===== src/rtl/sprite_pkg.sv =====
// Shared sizes, row type, fetch FSM states and the row mirror helper for the
// sprite scanline fetch stage.
package sprite_pkg;

  localparam int SPR_W   = 32;
  localparam int SPR_H   = 32;
  localparam int ID_W    = 6;
  localparam int COORD_W = 10;

  localparam int ROW_AW = $clog2(SPR_H);
  localparam int COL_AW = $clog2(SPR_W);
  localparam int ROM_AW = ID_W + ROW_AW;

  typedef logic [SPR_W-1:0] spr_row_t;

  typedef enum logic [1:0] {
    IDLE,
    ADDR,
    CAPT,
    DONE
  } fetch_state_t;

  function automatic spr_row_t bit_reverse(input spr_row_t r);
    spr_row_t o;
    for (int i = 0; i < SPR_W; i++) begin
      o[i] = r[SPR_W-1-i];
    end
    return o;
  endfunction

endpackage


===== src/rtl/sprite_line_fetch_if.sv =====
// Address/data bus between the scanline fetch stage and sprite_rom.
// No valid/ready: master holds rom_addr stable for a full cycle before capturing rom_data.
interface sprite_line_fetch_if;
  import sprite_pkg::*;

  logic [ROM_AW-1:0] rom_addr;
  spr_row_t          rom_data;

  modport master (output rom_addr, input  rom_data);
  modport slave  (input  rom_addr, output rom_data);

endinterface


===== src/rtl/sprite_line_fetch.sv =====
// Fetches the sprite row for the next scanline during hblank, double-buffers it
// and streams a registered pixel_on bit indexed by DrawX.
module sprite_line_fetch
  import sprite_pkg::*;
(
  input  logic                Clk,
  input  logic                Reset_n,
  input  logic                line_start,
  input  logic                line_swap,
  input  logic [COORD_W-1:0]  next_y,
  input  logic                spr_en,
  input  logic [ID_W-1:0]     spr_id,
  input  logic [COORD_W-1:0]  spr_x,
  input  logic [COORD_W-1:0]  spr_y,
  input  logic                spr_hflip,
  sprite_line_fetch_if.master rom_bus,
  input  logic [COORD_W-1:0]  DrawX,
  output logic                pixel_on,
  output logic                busy,
  output logic                overrun,
  output fetch_state_t        dbg_state
);

  fetch_state_t       state_q, state_d;
  logic [ID_W-1:0]    id_q, id_d;
  logic [ROW_AW-1:0]  row_q, row_d;
  logic [COORD_W-1:0] x_q, x_d;
  logic               hflip_q, hflip_d;
  logic [ROM_AW-1:0]  rom_addr_q, rom_addr_d;
  spr_row_t           pend_row_q, pend_row_d;
  logic               pend_valid_q, pend_valid_d;
  logic [COORD_W-1:0] pend_x_q, pend_x_d;
  spr_row_t           act_row_q, act_row_d;
  logic               act_valid_q, act_valid_d;
  logic [COORD_W-1:0] act_x_q, act_x_d;
  logic               overrun_q, overrun_d;
  logic               busy_q, busy_d;
  logic               pixel_on_q, pixel_on_d;

  logic [COORD_W-1:0] dy;
  logic               start_hit;
  spr_row_t           capt_row;
  logic [COORD_W-1:0] col;
  logic [COL_AW-1:0]  bit_idx;

  always_comb begin
    state_d      = state_q;
    id_d         = id_q;
    row_d        = row_q;
    x_d          = x_q;
    hflip_d      = hflip_q;
    rom_addr_d   = rom_addr_q;
    pend_row_d   = pend_row_q;
    pend_valid_d = pend_valid_q;
    pend_x_d     = pend_x_q;
    act_row_d    = act_row_q;
    act_valid_d  = act_valid_q;
    act_x_d      = act_x_q;
    overrun_d    = overrun_q;

    dy        = next_y - spr_y;
    start_hit = spr_en && (dy < COORD_W'(SPR_H));
    capt_row  = hflip_q ? bit_reverse(rom_bus.rom_data) : rom_bus.rom_data;

    case (state_q)
      IDLE: begin
        if (line_swap) act_valid_d = 1'b0;
      end
      ADDR: begin
        rom_addr_d = {id_q, row_q};
        state_d    = CAPT;
        if (line_swap) begin
          act_valid_d = 1'b0;
          overrun_d   = 1'b1;
        end
      end
      CAPT: begin
        pend_row_d   = capt_row;
        pend_valid_d = 1'b1;
        pend_x_d     = x_q;
        state_d      = DONE;
        // A swap landing on the capture cycle takes the fresh row directly.
        if (line_swap) begin
          act_row_d   = capt_row;
          act_valid_d = 1'b1;
          act_x_d     = x_q;
          state_d     = IDLE;
        end
      end
      DONE: begin
        if (line_swap) begin
          act_row_d   = pend_row_q;
          act_valid_d = pend_valid_q;
          act_x_d     = pend_x_q;
          state_d     = IDLE;
        end
      end
      default: state_d = IDLE;
    endcase

    // The most recent line_start always wins, aborting any fetch in flight.
    if (line_start) begin
      id_d         = spr_id;
      row_d        = dy[ROW_AW-1:0];
      x_d          = spr_x;
      hflip_d      = spr_hflip;
      pend_valid_d = 1'b0;
      state_d      = start_hit ? ADDR : DONE;
    end

    busy_d = (state_d == ADDR) || (state_d == CAPT);

    col        = DrawX - act_x_q;
    bit_idx    = COL_AW'(SPR_W-1) - col[COL_AW-1:0];
    pixel_on_d = act_valid_q && (col < COORD_W'(SPR_W)) && act_row_q[bit_idx];
  end

  always_ff @(posedge Clk or negedge Reset_n) begin
    if (!Reset_n) begin
      state_q      <= IDLE;
      id_q         <= '0;
      row_q        <= '0;
      x_q          <= '0;
      hflip_q      <= 1'b0;
      rom_addr_q   <= '0;
      pend_row_q   <= '0;
      pend_valid_q <= 1'b0;
      pend_x_q     <= '0;
      act_row_q    <= '0;
      act_valid_q  <= 1'b0;
      act_x_q      <= '0;
      overrun_q    <= 1'b0;
      busy_q       <= 1'b0;
      pixel_on_q   <= 1'b0;
    end else begin
      state_q      <= state_d;
      id_q         <= id_d;
      row_q        <= row_d;
      x_q          <= x_d;
      hflip_q      <= hflip_d;
      rom_addr_q   <= rom_addr_d;
      pend_row_q   <= pend_row_d;
      pend_valid_q <= pend_valid_d;
      pend_x_q     <= pend_x_d;
      act_row_q    <= act_row_d;
      act_valid_q  <= act_valid_d;
      act_x_q      <= act_x_d;
      overrun_q    <= overrun_d;
      busy_q       <= busy_d;
      pixel_on_q   <= pixel_on_d;
    end
  end

  assign rom_bus.rom_addr = rom_addr_q;
  assign pixel_on         = pixel_on_q;
  assign busy             = busy_q;
  assign overrun          = overrun_q;
  assign dbg_state        = state_q;

endmodule


===== src/flat_wrapper.sv =====
// flat-port wrapper written by rule: the top's interface ports become plain ports
module sprite_line_fetch_flat import sprite_pkg::*;
  (Clk, Reset_n, line_start, line_swap, next_y, spr_en, spr_id, spr_x, spr_y, spr_hflip, DrawX, pixel_on, busy, overrun, dbg_state, rom_bus_rom_addr, rom_bus_rom_data);
  sprite_line_fetch_if rom_bus_i ();
  input  logic Clk;
  input  logic Reset_n;
  input  logic line_start;
  input  logic line_swap;
  input  logic [COORD_W-1:0] next_y;
  input  logic spr_en;
  input  logic [ID_W-1:0] spr_id;
  input  logic [COORD_W-1:0] spr_x;
  input  logic [COORD_W-1:0] spr_y;
  input  logic spr_hflip;
  input  logic [COORD_W-1:0] DrawX;
  output logic pixel_on;
  output logic busy;
  output logic overrun;
  output fetch_state_t dbg_state;
  output wire logic [$bits(rom_bus_i.rom_addr)-1:0] rom_bus_rom_addr;
  input wire logic [$bits(rom_bus_i.rom_data)-1:0] rom_bus_rom_data;
  assign rom_bus_rom_addr = rom_bus_i.rom_addr;
  assign rom_bus_i.rom_data = rom_bus_rom_data;
  sprite_line_fetch u_core (.Clk(Clk), .Reset_n(Reset_n), .line_start(line_start), .line_swap(line_swap), .next_y(next_y), .spr_en(spr_en), .spr_id(spr_id), .spr_x(spr_x), .spr_y(spr_y), .spr_hflip(spr_hflip), .rom_bus(rom_bus_i), .DrawX(DrawX), .pixel_on(pixel_on), .busy(busy), .overrun(overrun), .dbg_state(dbg_state));
endmodule

===== config.mk =====
export PLATFORM = sky130hd
export DESIGN_NAME = sprite_line_fetch_flat
export DESIGN_NICKNAME = d
export VERILOG_FILES = /design/src/rtl/sprite_pkg.sv /design/src/rtl/sprite_line_fetch_if.sv /design/src/rtl/sprite_line_fetch.sv /design/src/flat_wrapper.sv
export SDC_FILE = /design/constraint.sdc
export NUM_CORES = 1
export LEC_CHECK = 0
export ABC_CLOCK_PERIOD_IN_PS = 3590
export BUFFER_PORTS_ARGS = -buffer_cell sky130_fd_sc_hd__buf_2
export CELL_PAD_IN_SITES_DETAIL_PLACEMENT = 1
export CELL_PAD_IN_SITES_GLOBAL_PLACEMENT = 1
export CORE_MARGIN = 5
export CORE_UTILIZATION = 30
export CTS_CLUSTER_SIZE = 16
export DETAILED_ROUTE_END_ITERATION = 7
export MAX_ROUTING_LAYER = met4
export PLACE_DENSITY = 0.55
export SYNTH_ARGS = -nofsm -noshare
export SYNTH_HDL_FRONTEND = slang
export SYNTH_SLANG_ARGS = --single-unit

===== constraint.sdc =====
create_clock -name Clk -period 3.59 [get_ports Clk]
set_clock_uncertainty 0.2 [all_clocks]
set_input_delay 0.5385 -clock Clk [delete_from_list [all_inputs] [get_ports Clk]]
set_output_delay 0.5385 -clock Clk [all_outputs]
set_load 0.005 [all_outputs]

-- Word-level counts from Yosys, hierarchy flattened
Cells that the tools add are included.
- register bits after elaboration: 124
- bits in latches: 0
- bits in writable memories: 0
- ROM bits: 0
- input port bits: 84
- memories: 0
- $add $sub $neg: 3
- multiply operators: 0
- div/mod/pow operators: 0
- magnitude comparators: 3
- equality and inequality tests: 8
- shift-type cells: 0
- mux-type cells: 20
- bitwise gates (word level): 0
- reduce and logical (&&, ||, !) cells: 11
- operator list (operator ; count):
    2-to-1 mux 32 bit ; 3
    one-hot mux 32 bit (2 select lines) ; 1
    less-than comparator 10 x 6 -> 1 bit, second input constant ; 2
    2-to-1 mux 10 bit ; 2
    one-hot mux 10 bit (2 select lines) ; 1
    subtractor 10 bit ; 2
    2-to-1 mux 2 bit ; 4
    == test 2 bit, second input constant ; 3
    less-than comparator 5 x 6 -> 1 bit, second input constant ; 1
    2-to-1 mux 1 bit ; 6
    one-hot mux 2 bit (3 select lines) ; 1
    AND reduction 3 bit ; 2
    binary-select mux 1 bit (select 5 bit) ; 1
    subtractor 5 bit, first input constant ; 1
    == test 2 x 1 -> 1 bit, second input constant ; 2
    != test 2 bit, second input constant ; 2
    nonzero test 2 bit ; 2
    logical AND 1 bit ; 3
    one-hot mux 1 bit (3 select lines) ; 1
    logical NOT 2 bit ; 1
    != test 2 x 1 -> 1 bit, second input constant ; 1
    AND reduction 2 bit ; 1
    OR reduction 2 bit ; 1
    logical OR 1 bit ; 1

-- Depth between registers and ports, before layout
- depth in word-level cells: 7
- gate-level depth with buffers: 9

-- Worst setup path after synthesis
No wires, ideal clock.
- path kind: in2reg
- start: input port DrawX[0]
- end: register u_core.pixel_on_q (netlist: u_core.pixel_on)
- arrival: 2.464 ns
- required time: 3.266 ns
- setup slack: 0.802 ns
- stages on the path: 8
- buffers on the path: 1
- cell sequence: inv_1 -> ha_1 -> fa_1 -> buf_1 -> mux4_1 -> mux4_1 -> mux2i_1 -> nor4_1
- cells in the longest elaborated chain, start to end: 5
- elaborated cells on any way between the ends: 7
- ends and longest elaborated chain (what ; RTL line ; text):
    start, declared ; flat_wrapper.sv:15 ; input logic [COORD_W-1:0] DrawX;
    subtractor 10 bit * ; sprite_line_fetch.sv:113 ; col = DrawX - act_x_q;
    subtractor 5 bit ; sprite_line_fetch.sv:114 ; bit_idx = COL_AW'(SPR_W-1) - col[COL_AW-1:0];
    binary-select mux 1 bit (select 5 bit) ; sprite_line_fetch.sv:115 ; pixel_on_d = act_valid_q && (col < COORD_W'(SPR_W)) && act_row_q[bit_idx];
    2-to-1 mux 1 bit (implied by the code) ; sprite_line_fetch.sv:115 ;
    logical AND 1 bit * ; sprite_line_fetch.sv:115 ;
    via u_core.pixel_on_d ; sprite_line_fetch.sv:38 ; logic pixel_on_q, pixel_on_d;
    end signal, assigned ; sprite_line_fetch.sv:150 ; pixel_on_q <= pixel_on_d;
    end, declared ; sprite_line_fetch.sv:38 ;
Mark *: on every way through the listed nets, which the timed path passes. The rest lies on a longest branch. The select of a mux whose other input is x is not followed.
A chain may end at the register's enable or synchronous reset.

-- Final worst setup path
- start: register u_core.state_q[0] (netlist: u_core.dbg_state[0])
- end: output port dbg_state[0]
- RTL lines (what ; RTL line ; text):
    start, declared ; sprite_line_fetch.sv:24 ; fetch_state_t state_q, state_d;
    start signal, assigned ; sprite_line_fetch.sv:136 ; state_q <= state_d;
    end, declared ; flat_wrapper.sv:19 ; output fetch_state_t dbg_state;
No word-level cell between the ends.

==> results.rst <==
.. list-table::
   :header-rows: 1

   * - Metric
     - Value
   * - Worst hold path type
     - in2async
   * - Synthesized-area fraction occupied by adder cells
     - 4.17%
   * - Arrival time worst endpoint
     - 1960 ps
   * - Compound-cell area share of the yosys netlist
     - 13.2%
   * - Number of violations of the max-capacitance limit
     - 0
   * - Placeable Area
     - 21000 sq um
   * - Number of DRC markers after the initial detailed-route iteration
     - 205
   * - Post-DP Area
     - 7120 sq um
   * - Synth Cell Area
     - about 6400 sq um
   * - Largest fanout of any net on the critical path
     - 49
   * - Post-synthesis sequential element count
     - 124
   * - Synth top area cells
     - sky130_fd_sc_hd__dfrtp_1, sky130_fd_sc_hd__mux2_2, sky130_fd_sc_hd__mux2i_1
   * - Cell chosen for the clock root
     - sky130_fd_sc_hd__clkbuf_16
   * - Port Buffer Count
     - 99
   * - Antenna viol nets, final
     - 0
   * - Number of setup buffers added after CTS
     - 0
   * - Ys Warns
     - 0
   * - Area of the die
     - 24200 sq um
   * - Fmax achieved
     - 370 MHz
   * - Post-Synth Simple-Gate Area
     - under 10%
   * - Synth Flop Type
     - sky130_fd_sc_hd__dfrtp_1
   * - Post-detailed-routing wire length
     - 16100 um
   * - Number of placed I/O pins
     - 100
   * - Top cell types by occurrence after synthesis
     - sky130_fd_sc_hd__dfrtp_1, sky130_fd_sc_hd__o21ai_0, sky130_fd_sc_hd__nand2_1
   * - Final Core Density
     - 36.8%
   * - Maximum number of pins on one net before global-route repair
     - 85
   * - Overall fraction of global-route tracks in use
     - 14.3%
   * - Horizontal die dimension
     - 156 um
   * - Clk slew on worst S/H paths
     - 60 ps
   * - Initial standard-cell utilization of the core
     - 30.4%
   * - Unrepaired setup endpoints after global routing
     - false
   * - Top-area cell type share of the netlist area
     - roughly half
   * - Multiplexer share of the synthesized area
     - 18.5%
   * - Worst Tran Pin Value
     - between 900 and 1000 ps
   * - Element type at the critical path end
     - primary output
   * - Post-synthesis cell type with the largest combined area
     - sky130_fd_sc_hd__dfrtp_1
   * - Number of flops mapped to enable cells by yosys
     - 0
   * - CP startpoint kind
     - flop
   * - Sequential standard cell area
     - 3110 sq um
   * - First-pass GRT wire length
     - 26600 um
   * - Final routed wire length divided by cell count
     - about 16 um
   * - Data required time at the worst endpoint
     - approximately 2900 ps
   * - Worst setup path category
     - reg2out
   * - Fraction of layout instances using a drive strength above 1
     - 26.0%
   * - Area taken by multi-input logic gates
     - 3010 sq um
   * - TritonCTS clock tree
     - done
   * - Overflow after GRT
     - 0
   * - Worst path top cell family by delay
     - flip-flops
   * - Post-Synthesis Net Count
     - 720
   * - Final count of hold timing violations
     - 11
   * - Total of cells resized after clock tree synthesis
     - 0
   * - Count of filler cells inserted in the layout
     - around 2400
   * - Final GP Congestion
     - 0.830
   * - Relative slew slack
     - 35.0%
   * - First-pass detailed-route iteration total
     - 4
   * - Maximum level of the CTS H-tree
     - 4
   * - Pwr Density
     - approximately 620 nW/um^2
   * - Peak ir drop on the vdd network
     - 0.000291 V
   * - Result of the run
     - finished with violations
   * - Critical Path, Cell by Cell
     - buf_4 -> buf_2
   * - Share of synthesized area occupied by flip-flops and latches
     - 48.8%
   * - Total power
     - 4.76 mW
   * - Violated checks
     - negative hold slack
   * - Shortest clock period the worst path allows after layout
     - between 2000 and 3000 ps
   * - Delay of the slowest cell on the worst path
     - approximately 780 ps
   * - Vias in the first global route
     - 5174
   * - Slew Limit Fails
     - 0
   * - Height of the die
     - 156 um
   * - Async set-reset flop share out of synthesis
     - 100%
   * - Later-pin clock latency in the skew report
     - 420 ps
   * - Most frequently used cell type in the post-synthesis netlist
     - sky130_fd_sc_hd__dfrtp_1
   * - Sum of net half-perimeters after detailed placement
     - 12000 um
   * - Number of distinct library cells after synthesis
     - 45
   * - Via Count
     - 4779
   * - Net total in the final layout
     - 809
   * - Syn Area/Cell
     - 10.3 sq um
   * - Largest family of logic cells by synthesized area
     - multiplexers
   * - Total of hold buffers inserted after clock tree synthesis
     - 0
   * - Floorplan row count
     - 53
   * - Number of cells produced by synthesis
     - 616
   * - Number of antenna violations at the first check in global routing
     - 3
   * - Avg Vias per Cell
     - 4.80
   * - Period utilization
     - 75.2%
   * - # DRC
     - 0
   * - Clock buffer depth
     - 2
   * - Finished layout cell area
     - around 7700 sq um
   * - Leakage power of the design
     - between 3 and 4 nW
   * - Xor-xnor portion of the synthesized cell area
     - 1.63%
   * - Crit path max-delay cell type
     - sky130_fd_sc_hd__dfrtp_2
   * - Final sum of negative setup slack
     - 0 ps
   * - Count of buffering cells on the critical path with inverters included
     - 2
   * - Number of buffers created by CTS
     - 17
   * - Number of sinks driven by the clock tree
     - 124
   * - WHS
     - -29.3 ps
   * - Layout area overhead
     - 21.3%
   * - Setup violations, final
     - 0
[cells by family (layout without fill, tap and decap cells)]
logic type / Yosys count / in the layout
adder cells (fa/ha/maj): 20 / 20
AO/OA/AOI/OAI: 152 / 152
other: 0 / 3
flip-flops: 124 / 124
AND/OR/NAND/NOR: 149 / 149
buffers and inverters: 64 / 166
XOR/XNOR: 11 / 11
multiplexers: 96 / 96
[area by class of cell]
| cell class | instances | area share, % |
|---|---|---|
| multi-input cells | 428 | 39.1 |
| diodes | 3 | 0.0973 |
| flip-flops and latches | 124 | 40.3 |
| inverters | 28 | 1.36 |
| clock inverters | 15 | 2.12 |
| clock buffers | 17 | 5.51 |
| well taps | 275 | 4.46 |
| repair buffers | 106 | 7.14 |
[through the flow]
| stage | hold slack (ps) | setup slack [ps] | instances |
|---|---|---|---|
| after floorplan | 42.9 | 802 | 616 |
| after global placement | 259 | 691 | 961 |
| after detailed placement | 262 | 618 | 961 |
| after CTS | 3.44 | 825 | 993 |
| after global routing | 41.7 | 739 | 996 |
| final | -29.3 | 890 | 996 |
[state kept, by name, indices dropped and copies added (netlist names)]
| name | flops |
|---|---|
| u_core.x_q | 10 |
| u_core.row_q | 5 |
| u_core.dbg_state | 2 |
| u_core.act_x_q | 10 |
| u_core.pend_x_q | 10 |
| u_core.pend_row_q | 32 |
| u_core.pend_valid_q | 1 |
| u_core.act_valid_q | 1 |
| u_core.hflip_q | 1 |
| u_core.busy | 1 |
| u_core.act_row_q | 32 |
| u_core.id_q | 6 |
| u_core.pixel_on | 1 |
| u_core.overrun | 1 |
| u_core.rom_bus.rom_addr | 11 |
[power by group]
group,switching [mW],internal [mW]
registers,0.225,1.71
logic,0.552,0.569
clock network,0.667,1.03
[routing by layer]
metal  global-route usage, %  share of wire (%)  vias to the layer above
met1                    17.5                 45                     2343
li1                        -                  -                     2351
met2                    23.2                 49                       69
met4                    4.04                1.2                        0
met5                       -                  0                        -
met3                    3.86                4.3                       16
[cell usage in the layout, fill, tap and decap left out, types with 2 or more instances in the layout]
cell and count:
sky130_fd_sc_hd__and3_1 3, sky130_fd_sc_hd__bufinv_16 2, sky130_fd_sc_hd__mux2i_1 45, sky130_fd_sc_hd__fa_1 2
sky130_fd_sc_hd__dfrtp_1 122, sky130_fd_sc_hd__nand3_1 5, sky130_fd_sc_hd__inv_1 28, sky130_fd_sc_hd__buf_2 98
sky130_fd_sc_hd__o31a_1 2, sky130_fd_sc_hd__dfrtp_2 2, sky130_fd_sc_hd__nand2_1 79, sky130_fd_sc_hd__clkbuf_16 17
sky130_fd_sc_hd__inv_6 4, sky130_fd_sc_hd__nand2b_1 3, sky130_fd_sc_hd__o21ai_0 85, sky130_fd_sc_hd__ha_1 18
sky130_fd_sc_hd__nor2_1 42, sky130_fd_sc_hd__mux4_1 10, sky130_fd_sc_hd__clkinv_4 3, sky130_fd_sc_hd__a21o_1 5
sky130_fd_sc_hd__buf_4 8, sky130_fd_sc_hd__xor2_1 5, sky130_fd_sc_hd__mux2_2 41, sky130_fd_sc_hd__clkinvlp_4 5
sky130_fd_sc_hd__nor2b_1 6, sky130_fd_sc_hd__xnor2_1 5, sky130_fd_sc_hd__a211oi_1 4, sky130_fd_sc_hd__nand3b_1 2
sky130_fd_sc_hd__o211ai_1 2, sky130_fd_sc_hd__a21oi_1 43, sky130_fd_sc_hd__diode_2 3
[final timing paths]
path                                     start                     to  slack [ps]  depth (start not counted)
min                                    Reset_n  u_core.pend_row_q[17]         -30                          1
max reg2reg                  u_core.act_x_q[0]        u_core.pixel_on         930                          6
min reg2reg                     u_core.overrun         u_core.overrun         270                          1
max in group asynchronous              Reset_n   u_core.pend_row_q[9]        2350                          2
max                        u_core.dbg_state[0]           dbg_state[0]         890                          2
min in group Clk                     spr_id[4]         u_core.id_q[4]         150                          2
No activity file was read; power rests on OpenSTA's default activity.
